`config.mk`:
```
export PLATFORM = sky130hd
export DESIGN_NAME = ibex_irq_gen
export DESIGN_NICKNAME = d
export VERILOG_FILES = /design/src/rtl/ibex_irq_gen.sv
export SDC_FILE = /design/constraint.sdc
export NUM_CORES = 1
export LEC_CHECK = 0
export ABC_CLOCK_PERIOD_IN_PS = 1580
export CORE_AREA = 2 2 81 83
export DETAILED_ROUTE_END_ITERATION = 12
export DIE_AREA = 0 0 83 85
export PLACE_DENSITY = 0.77
export SETUP_SLACK_MARGIN = 0.1
export SLEW_MARGIN = 5
export SYNTH_ARGS = -nofsm -noshare
export SYNTH_HDL_FRONTEND = slang
export SYNTH_SLANG_ARGS = --single-unit
```
`constraint.sdc`:
```
create_clock -name clk_i -period 1.58 [get_ports clk_i]
set_input_delay 0.237 -clock clk_i [delete_from_list [all_inputs] [get_ports clk_i]]
set_output_delay 0.237 -clock clk_i [all_outputs]
set_load 0.03 [all_outputs]
```
`src/rtl/ibex_irq_gen.sv`:
```
// Interrupt requester for the ibex core. Qualifies raw sources as edge or level,
// holds edge events until the core acknowledges them, and runs NMI acknowledge/holdoff.
module ibex_irq_gen #(
  parameter logic [17:0] EdgeMask   = 18'h07FFF,
  parameter int unsigned NmiHoldoff = 4
) (
  input  logic        clk_i,
  input  logic        rst_ni,
  input  logic [17:0] src_i,
  input  logic        nmi_src_i,
  input  logic        en_we_i,
  input  logic [17:0] en_wdata_i,
  input  logic        ack_valid_i,
  input  logic [5:0]  ack_cause_i,
  output logic [17:0] irq_o,
  output logic        irq_nm_o,
  output logic [17:0] pending_o
);

  localparam int unsigned NumIrq = 18;
  localparam int unsigned CntW   = 8;
  localparam logic [CntW-1:0] HoldLoad =
      (NmiHoldoff == 0) ? '0 : CntW'(NmiHoldoff - 1);

  typedef enum logic [1:0] {
    NmiIdle = 2'd0,
    NmiPend = 2'd1,
    NmiHold = 2'd2
  } nmi_state_e;

  logic [NumIrq-1:0] src_q, pend_q, pend_d, en_q, en_d;
  logic [NumIrq-1:0] ack_clr, src_edge;
  logic              nmi_q, nmi_edge, ack_nmi, irq_nm_q;
  logic [CntW-1:0]   hold_q, hold_d;
  nmi_state_e        state_q, state_d;

  // Map an acknowledged exception cause onto the source it retires.
  always_comb begin
    ack_clr = '0;
    ack_nmi = 1'b0;
    if (ack_valid_i && ack_cause_i[5]) begin
      case (ack_cause_i[4:0])
        5'd3:    ack_clr[17] = 1'b1;
        5'd7:    ack_clr[16] = 1'b1;
        5'd11:   ack_clr[15] = 1'b1;
        5'd31:   ack_nmi     = 1'b1;
        default: if (ack_cause_i[4]) ack_clr[ack_cause_i[3:0]] = 1'b1;
      endcase
    end
  end

  // A new edge beats a same-cycle ack, so nothing raised in that cycle is lost.
  assign src_edge = src_i & ~src_q;
  assign pend_d   = (EdgeMask & (src_edge | (pend_q & ~ack_clr))) | (~EdgeMask & src_i);
  assign en_d     = en_we_i ? en_wdata_i : en_q;
  assign nmi_edge = nmi_src_i & ~nmi_q;

  // NMI next-state: edges merge while pending and are dropped during holdoff.
  always_comb begin
    state_d = state_q;
    hold_d  = hold_q;
    case (state_q)
      NmiIdle: if (nmi_edge) state_d = NmiPend;
      NmiPend: begin
        if (ack_nmi) begin
          if (NmiHoldoff == 0) begin
            state_d = NmiIdle;
          end else begin
            state_d = NmiHold;
            hold_d  = HoldLoad;
          end
        end
      end
      NmiHold: begin
        if (hold_q == '0) state_d = NmiIdle;
        else              hold_d  = hold_q - 8'd1;
      end
      default: state_d = NmiIdle;
    endcase
  end

  always_ff @(posedge clk_i) begin
    if (!rst_ni) begin
      src_q    <= '0;
      nmi_q    <= 1'b0;
      pend_q   <= '0;
      en_q     <= '0;
      hold_q   <= '0;
      state_q  <= NmiIdle;
      irq_nm_q <= 1'b0;
    end else begin
      src_q    <= src_i;
      nmi_q    <= nmi_src_i;
      pend_q   <= pend_d;
      en_q     <= en_d;
      hold_q   <= hold_d;
      state_q  <= state_d;
      irq_nm_q <= (state_d == NmiPend);
    end
  end

  assign irq_o     = pend_q & en_q;
  assign pending_o = pend_q;
  assign irq_nm_o  = irq_nm_q;

endmodule

```
==> results.txt, run 1 <==
The run finished, with violations left. The final reports fail on setup timing. Pin placement for this block handled 84 I/O pins. The overall power consumption came out at 3715 uW.

The quantity of hold-fixing buffers added after cts is 0. No sink is reached through more buffers than the 2 on the longest clock path. The pin count of the biggest net entering global routing is 24. The ratio of cells with drive above 1 in the final layout came out at 0.1939. The number of nets in the synthesized netlist came out at 293. The half-perimeter wire length after placement is 4.644 mm. The number of slew-limit violations in the final report came out at 0.

From bottom edge to top edge, the die measures 85 um. The largest vdd supply drop came out at 0.6363 mV. The worst path required time is 1.79 ns. The first routing iteration left 124 violations. Relative to the synthesized area, the layout overhead comes to 56.93%. The core region is 6205 sq um.

The adder-cell area share of the yosys netlist came out at 0.01049. The clock tree skew after final layout is 0.002522 ns. A synthesized cell averages 9.774 sq um. The antenna diode count came out at 0.

Across all setup checks in the final design, the least slack found is -0.01596 ns. The nature of the critical path endpoint is a flip-flop. The final critical path time including I/O delays and setup came out at 1.596 ns.

The sequential area share after synthesis is 0.5289. After synthesis the netlist holds a flip-flop and latch count of 63. The number of buffers added on ports is 83. The remaining global-route overflow came out at 0. The global-route wire length before repair came out at 10.52 mm. By area, the combinational part of the netlist is dominated by simple AND/OR/NAND/NOR gates. Setup repair after global routing could not meet its margin everywhere.

The pin slew with the least headroom to its limit is 0.3282 ns. For this run, the detailed router's first-pass iteration total came to 4. The path class of the tightest hold or removal check is in -> reg. TritonCTS built the clock tree. Headroom to the max-slew limit came out at 0.7807.

For the final routed database, the setup TNS stands at -0.01835 ns. The mux contribution to synthesized area is 0.07555. The initial antenna violation count is 0. The fmax is 626.6 MHz. The die covers 7055 sq um. The number of nets still failing antenna checks after routing is 0. The synthesized-area fraction occupied by xor and xnor cells is 0.01469. In the synthesized netlist, the number of instances is 244.

By startpoint and endpoint, the worst setup path is classified as reg -> reg. The total number of H-tree levels came out at 3. The standby leakage power came out at 0.001612 uW.

The final layout contains 406 nets. The Yosys step of the flow raised 0 warnings. The post-route clock period utilization is 1.010. The number of global-route vias before repair is 2,201. The maximum fanout along the worst path came out at 5. The count of unique library cells instantiated by Yosys came out at 32. The placement row count came out at 29. The clock input transition at the sequential cells of the worst setup and hold paths is 0.07 ns.

The arrival time of the worst setup path is 1.81 ns. Across the run, the number of max-cap violations was 0. The global-route total usage across every layer is 0.1916. The later pin in the worst-skew pair is clocked with a latency of 0.34 ns. The effective utilization at floorplan came out at 0.3844. The ratio of routed vias to standard cells came out at 4.717. The DRC violation count after routing is 0. The compound-gate portion of the synthesized area came out at 0.1086. The area of the mapped netlist came out at 2385 sq um. Routability-driven placement finished with a final weighted congestion of 0.8240. The clock sink count came out at 63. The average routed wire per standard cell came out at 14.42 um.

Setup violations remaining at the end of the flow were counted as 2. The total vias in the final route is 2,066. The area fraction in and, or, nand and nor cells after synthesis is 0.2366.

For this design the ratio of total power to cell area is 992.7 nW/um^2. In this run the clock root is driven by a sky130_fd_sc_hd__clkbuf_8. The number of buffers added by the clock tree synthesis step is 9. The worst setup path is launched from a flip-flop. The sum of routed wire length over all layers came out at 6.315 mm. The die width is 83 um. The number of hold-slack violations in the final timing report was 0.
## sequential cells by signal (all words and copies together), names as in the netlist
name / cells
state_q: 2
en_q: 18
src_q: 15
nmi_q: 1
hold_q: 8
pending_o: 18
irq_nm_o: 1
## logic make-up (layout without fill, tap and decap cells)
group / count (synthesis) / after routing
buf+inv: 15 / 132
fa+ha+maj: 2 / 2
flops: 63 / 63
xor+xnor: 4 / 4
simple gates: 98 / 98
mux: 18 / 18
compound gates: 44 / 44
## layout by cell type, fill, tap and decap left out, types with 3 or more instances in the layout
cell / netlist / layout
sky130_fd_sc_hd__nor2_1: 24 / 23
sky130_fd_sc_hd__dlygate4sd2_1: 0 / 21
sky130_fd_sc_hd__clkbuf_2: 0 / 8
sky130_fd_sc_hd__o21ai_0: 17 / 17
sky130_fd_sc_hd__xor2_1: 3 / 3
sky130_fd_sc_hd__clkbuf_8: 0 / 10
sky130_fd_sc_hd__clkdlybuf4s15_1: 0 / 5
sky130_fd_sc_hd__and2_1: 37 / 37
sky130_fd_sc_hd__clkdlybuf4s15_2: 0 / 3
sky130_fd_sc_hd__clkdlybuf4s50_1: 0 / 46
sky130_fd_sc_hd__nand2b_1: 16 / 16
sky130_fd_sc_hd__buf_4: 0 / 26
sky130_fd_sc_hd__a21oi_1: 17 / 17
sky130_fd_sc_hd__mux2i_1: 18 / 18
sky130_fd_sc_hd__dfxtp_1: 63 / 61
sky130_fd_sc_hd__inv_1: 6 / 4
sky130_fd_sc_hd__o211ai_1: 3 / 3
## worst max-delay path, cell delays in order, from the launching register on
cell and delay, ns:
sky130_fd_sc_hd__dfxtp_4 0.36, sky130_fd_sc_hd__inv_4 0.06, sky130_fd_sc_hd__ha_4 0.11, sky130_fd_sc_hd__or3b_4 0.41, sky130_fd_sc_hd__o21a_4 0.26, sky130_fd_sc_hd__nor3_4 0.19, sky130_fd_sc_hd__a311oi_2 0.06
## cell type report
cell class,count,area [sq um]
Clock inverter,4,70.07
Clock buffer,11,141.4
Tap cell,77,96.34
Fill cell,529,2462
Timing Repair Buffer,111,1003
Multi-Input combinational cell,166,1135
Sequential cell,63,1269
Inverter,6,27.53
## worst paths after layout
path                                        startpoint                  endpoint  slack (ns)  cells past startpoint
worst max register to register  hold_q[1]$_SDFFE_PN0P_    hold_q[1]$_SDFFE_PN0P_       -0.02                      6
worst min-delay path                         src_i[17]  pending_o[17]$_SDFF_PN0_        0.47                      2
worst min register to register    en_q[4]$_SDFFE_PN0P_      en_q[4]$_SDFFE_PN0P_        0.48                      2
worst max-delay path            hold_q[1]$_SDFFE_PN0P_    hold_q[1]$_SDFFE_PN0P_       -0.02                      6
## metrics by stage
step	area, sq um	hold WS, ns	utilization	worst slack, ns	instances
final	3742	0.4703	0.6031	-0.01596	438
after global routing	3742	0.4786	0.6031	-0.09270	438
after CTS	3736	0.4571	0.6021	-0.007267	436
after detailed placement	3478	0.4728	0.5606	-0.1578	418
after global placement	3478	0.4620	0.5606	-0.1036	418
after floorplan	2391	0.3587	-	0.04829	244
## cells in the mapped netlist
cell type | n | share of area
sky130_fd_sc_hd__nor4_1 | 1 | 0.0026
sky130_fd_sc_hd__nor4b_1 | 2 | 0.0073
sky130_fd_sc_hd__o21a_4 | 1 | 0.0063
sky130_fd_sc_hd__buf_1 | 1 | 0.0016
sky130_fd_sc_hd__buf_2 | 3 | 0.0063
sky130_fd_sc_hd__or3b_2 | 2 | 0.0073
sky130_fd_sc_hd__a21oi_1 | 17 | 0.036
sky130_fd_sc_hd__xor2_1 | 3 | 0.011
sky130_fd_sc_hd__nand3_1 | 2 | 0.0042
sky130_fd_sc_hd__nand4b_1 | 2 | 0.0073
sky130_fd_sc_hd__or3_1 | 2 | 0.0052
sky130_fd_sc_hd__a311oi_1 | 1 | 0.0037
sky130_fd_sc_hd__nor3_1 | 3 | 0.0063
sky130_fd_sc_hd__mux2i_1 | 18 | 0.076
sky130_fd_sc_hd__dfxtp_1 | 63 | 0.53
sky130_fd_sc_hd__nand3b_1 | 2 | 0.0063
sky130_fd_sc_hd__nand2b_1 | 16 | 0.042
sky130_fd_sc_hd__and2_1 | 37 | 0.097
sky130_fd_sc_hd__nand2_1 | 1 | 0.0016
sky130_fd_sc_hd__nor2b_1 | 1 | 0.0026
sky130_fd_sc_hd__xnor2_1 | 1 | 0.0037
sky130_fd_sc_hd__o211ai_1 | 3 | 0.0094
sky130_fd_sc_hd__inv_1 | 6 | 0.0094
sky130_fd_sc_hd__o31ai_1 | 1 | 0.0031
sky130_fd_sc_hd__nor2_1 | 24 | 0.038
sky130_fd_sc_hd__o211ai_2 | 1 | 0.0052
sky130_fd_sc_hd__or4_1 | 2 | 0.0063
sky130_fd_sc_hd__ha_1 | 2 | 0.010
sky130_fd_sc_hd__a211oi_1 | 3 | 0.0094
sky130_fd_sc_hd__nand4_1 | 1 | 0.0026
sky130_fd_sc_hd__clkbuf_1 | 5 | 0.0079
sky130_fd_sc_hd__o21ai_0 | 17 | 0.036
## report_power, final
group          total [uW]  internal (uW)  switching [uW]  leakage, uW
Combinational         496            251             245     0.000980
Clock                1500            917             583     0.000109
Sequential           1720           1670            45.4     0.000523
## metal layers
layer	track usage	wire [um]	vias up
met5	0	0	-
met4	0.07899	97	0
met3	0.05253	259	9
met2	0.3233	3177	47
met1	0.2320	2781	955
li1	-	-	1055
## timing repair
| item | 4_1_cts | 5_1_grt |
|---|---|---|
| endpoints found under the setup margin | 46 | 21 |
| buffers inserted | 3 | 2 |
| resized for setup | 62 | 20 |
| pin swaps | 10 | 10 |
(Power assumes the default switching activity.)
==> inputs of run 2 (changes only) <==
--- a/config.mk
+++ b/config.mk
@@ -5,11 +5,10 @@
 export SDC_FILE = /design/constraint.sdc
 export NUM_CORES = 1
 export LEC_CHECK = 0
-export ABC_CLOCK_PERIOD_IN_PS = 1580
-export CORE_AREA = 2 2 81 83
+export CORE_AREA = 2 2 93 72
 export DETAILED_ROUTE_END_ITERATION = 12
-export DIE_AREA = 0 0 83 85
-export PLACE_DENSITY = 0.77
+export DIE_AREA = 0 0 95 74
+export PLACE_DENSITY = 0.78
 export SETUP_SLACK_MARGIN = 0.1
 export SLEW_MARGIN = 5
 export SYNTH_ARGS = -nofsm -noshare
==> results.txt, run 2 (synthesized netlist as in run 1, its figures left out) <==
The run finished, with violations left. The final reports fail on setup timing. The clock tree skew after final layout came out at 0.01104 ns (+0.008517 ns). The library cell used most frequently in the layout, excluding fill and tap cells, is sky130_fd_sc_hd__dfxtp_1. The half-perimeter wire length after placement came out at 4.361 mm (-6.1%). The number of max-cap violations came out at 0 (unchanged).

The placement row count came out at 25 (-14%). In the layout the commonest cells are sky130_fd_sc_hd__dfxtp_1 (61), sky130_fd_sc_hd__clkdlybuf4s50_1 (46), sky130_fd_sc_hd__and2_1 (37). Setup repair after global routing could not meet its margin everywhere.

The clock sink count came out at 63 (unchanged). The number of buffers added by the clock tree synthesis step came out at 9 (unchanged). The y dimension of the die came to 74 um (-13%). The nature of the critical path endpoint is a flip-flop. The final-layout fill cell count came to 537 (+1.5%). The summed negative setup slack over all endpoints came out at -0.1108 ns (-0.09245 ns).

The total number of H-tree levels is 3 (unchanged). The start-to-end type of the worst setup path is reg -> reg. The post-route clock period utilization was 1.037 (+0.02672). The pin count of the biggest net entering global routing is 19 (-21%). The boundary pin count is 84 (unchanged). The die width came to 95 um (+14%). The number of endpoints failing setup at the final stage came to 4 (+2).

The largest vdd supply drop is 0.4741 mV (-25%). The number of global-route vias before repair came out at 1,947 (-12%). The final critical path time including I/O delays and setup is 1.638 ns (+0.04221 ns). The startpoint identified for the worst register-to-register timing path is hold_q[0]$_SDFFE_PN0P_. The worst hold slack is 0.4799 ns (+0.009566 ns).

The effective utilization at floorplan is 0.3870 (+0.002653). The sum of routed wire length over all layers came out at 5.962 mm (-5.6%). The fmax came out at 610.4 MHz (-2.6%). The arrival time of the worst setup path is 1.86 ns (+0.05 ns). The number of slew-limit violations in the final report came to 0 (unchanged). The total power density per cell area came to 917.0 nW/um^2 (-7.6%).

The deepest clock path buffer count came out at 2 (unchanged). The remaining global-route overflow is 0 (unchanged). The worst slew margin relative to its limit came to 0.7740 (-0.006691). The worst setup path is launched from a flip-flop. The worst hold path belongs to the class reg -> reg.

The number of cells in the finished layout apart from fillers is 447 (+2.1%). The ratio of routed vias to standard cells is 4.680 (-0.78%). The standby leakage power is 0.001610 uW (-0.11%). The worst slack at placement came out at -0.1243 ns (+0.03351 ns). The ratio of cells with drive above 1 in the final layout was 0.1967 (+0.002815). The DRC violation count after routing is 0 (unchanged). The maximum fanout along the worst path is 5 (unchanged).

The total die area is 7030 sq um (-0.35%). The initial antenna violation count is 0 (unchanged). Compared with the post-synthesis result, the final layout area differs by 55.88%. The pin slew with the least headroom to its limit is 0.3404 ns (+0.01225 ns). The global-route total usage across every layer is 0.1785 (-0.01317). The detailed router's first-iteration violation count is 81 (-35%). TritonCTS built the clock tree. The average routed wire per standard cell is 13.34 um (-7.5%).

The routability congestion estimate from global placement is 0.7817 (-5.1%). The core footprint is 6162 sq um (-0.69%). Tracing the worst setup path back leads to its startpoint at hold_q[0]$_SDFFE_PN0P_. The total vias in the final route came out at 2,092 (+1.3%). The final worst setup slack was -0.05817 ns (-0.04221 ns). The insertion delay of the later-clocked pin in the worst-skew pair is 0.34 ns (about the same). The clock input transition at the sequential cells of the worst setup and hold paths is 0.08 ns (about the same). The number of nets still failing antenna checks after routing came out at 0 (unchanged). The layout net count came to 410 (+0.99%). The worst path required time came to 1.81 ns (+0.02 ns). The master cell of the clock root buffer is sky130_fd_sc_hd__clkbuf_8. The antenna diode count is 0 (unchanged). The global-route wire length before repair came to 9.363 mm (-11%).

The total iterations of the first detailed-routing run was 4 (unchanged). The number of buffers added on ports came out at 83 (unchanged). The flop-to-flop setup slack came to -0.06 ns (-0.04 ns).

The number of hold-slack violations in the final timing report was 0 (unchanged). The worst hold path startpoint is src_q[5]$_SDFF_PN0_. The cell count after placement came out at 426 (+1.9%).
-- run 2: timing repair --
item / 4_1_cts / 5_1_grt
hold buffers: 0 / 0
resized for setup: 48 / 29
endpoints found under the setup margin: 46 / 22
endpoints found under the hold margin: 0 / 0
buffers inserted: 2 / 3
pin swaps: 8 / 9
-- run 2: per-stage QoR --
stage	power [uW]	cell area (sq um)	utilization
2_1_floorplan	1986	2391	-
3_3_place_gp	2267	3501	0.5681
3_5_place_dp	2278	3501	0.5681
4_1_cts	3452	3675	0.5963
5_1_grt	3566	3717	0.6032
6_report	3409	3717	0.6032
-- run 2: routing by layer --
layer	global-route usage	up-vias	wire length [um]
met2	0.2664	72	2631
li1	-	1074	-
met3	0.06484	2	489
met4	0.07568	0	24
met5	0	-	0
met1	0.2357	944	2817
-- run 2: where the power goes --
part	internal (uW)	total [uW]	switching, uW
Combinational	249	492	242
Clock	567	1210	639
Sequential	1670	1710	39.4
-- run 2: final timing paths --
path                             endpoint  depth (start not counted)
setup / recovery   hold_q[0]$_SDFFE_PN0P_                          7
hold / removal    pending_o[5]$_SDFF_PN0_                          2
hold reg to reg   pending_o[5]$_SDFF_PN0_                          2
setup reg to reg   hold_q[0]$_SDFFE_PN0P_                          7
-- run 2: cell type report --
type                    count  area (sq um)  share of cell area
flip-flops and latches     63          1269              0.3413
multi-input cells         166          1130              0.3039
repair buffers            115          1018              0.2740
clock buffers               9         123.9             0.03332
well taps                  81         101.3             0.02726
clock inverters             7         47.55             0.01279
inverters                   6         27.53            0.007405
-- run 2: worst max-delay path, cell delays in order (launching register included) --
cell	delay (ns)
sky130_fd_sc_hd__dfxtp_4	0.36
sky130_fd_sc_hd__inv_4	0.06
sky130_fd_sc_hd__ha_4	0.11
sky130_fd_sc_hd__or3b_4	0.39
sky130_fd_sc_hd__buf_4	0.15
sky130_fd_sc_hd__o21a_4	0.22
sky130_fd_sc_hd__nor3_2	0.16
sky130_fd_sc_hd__a211oi_1	0.07
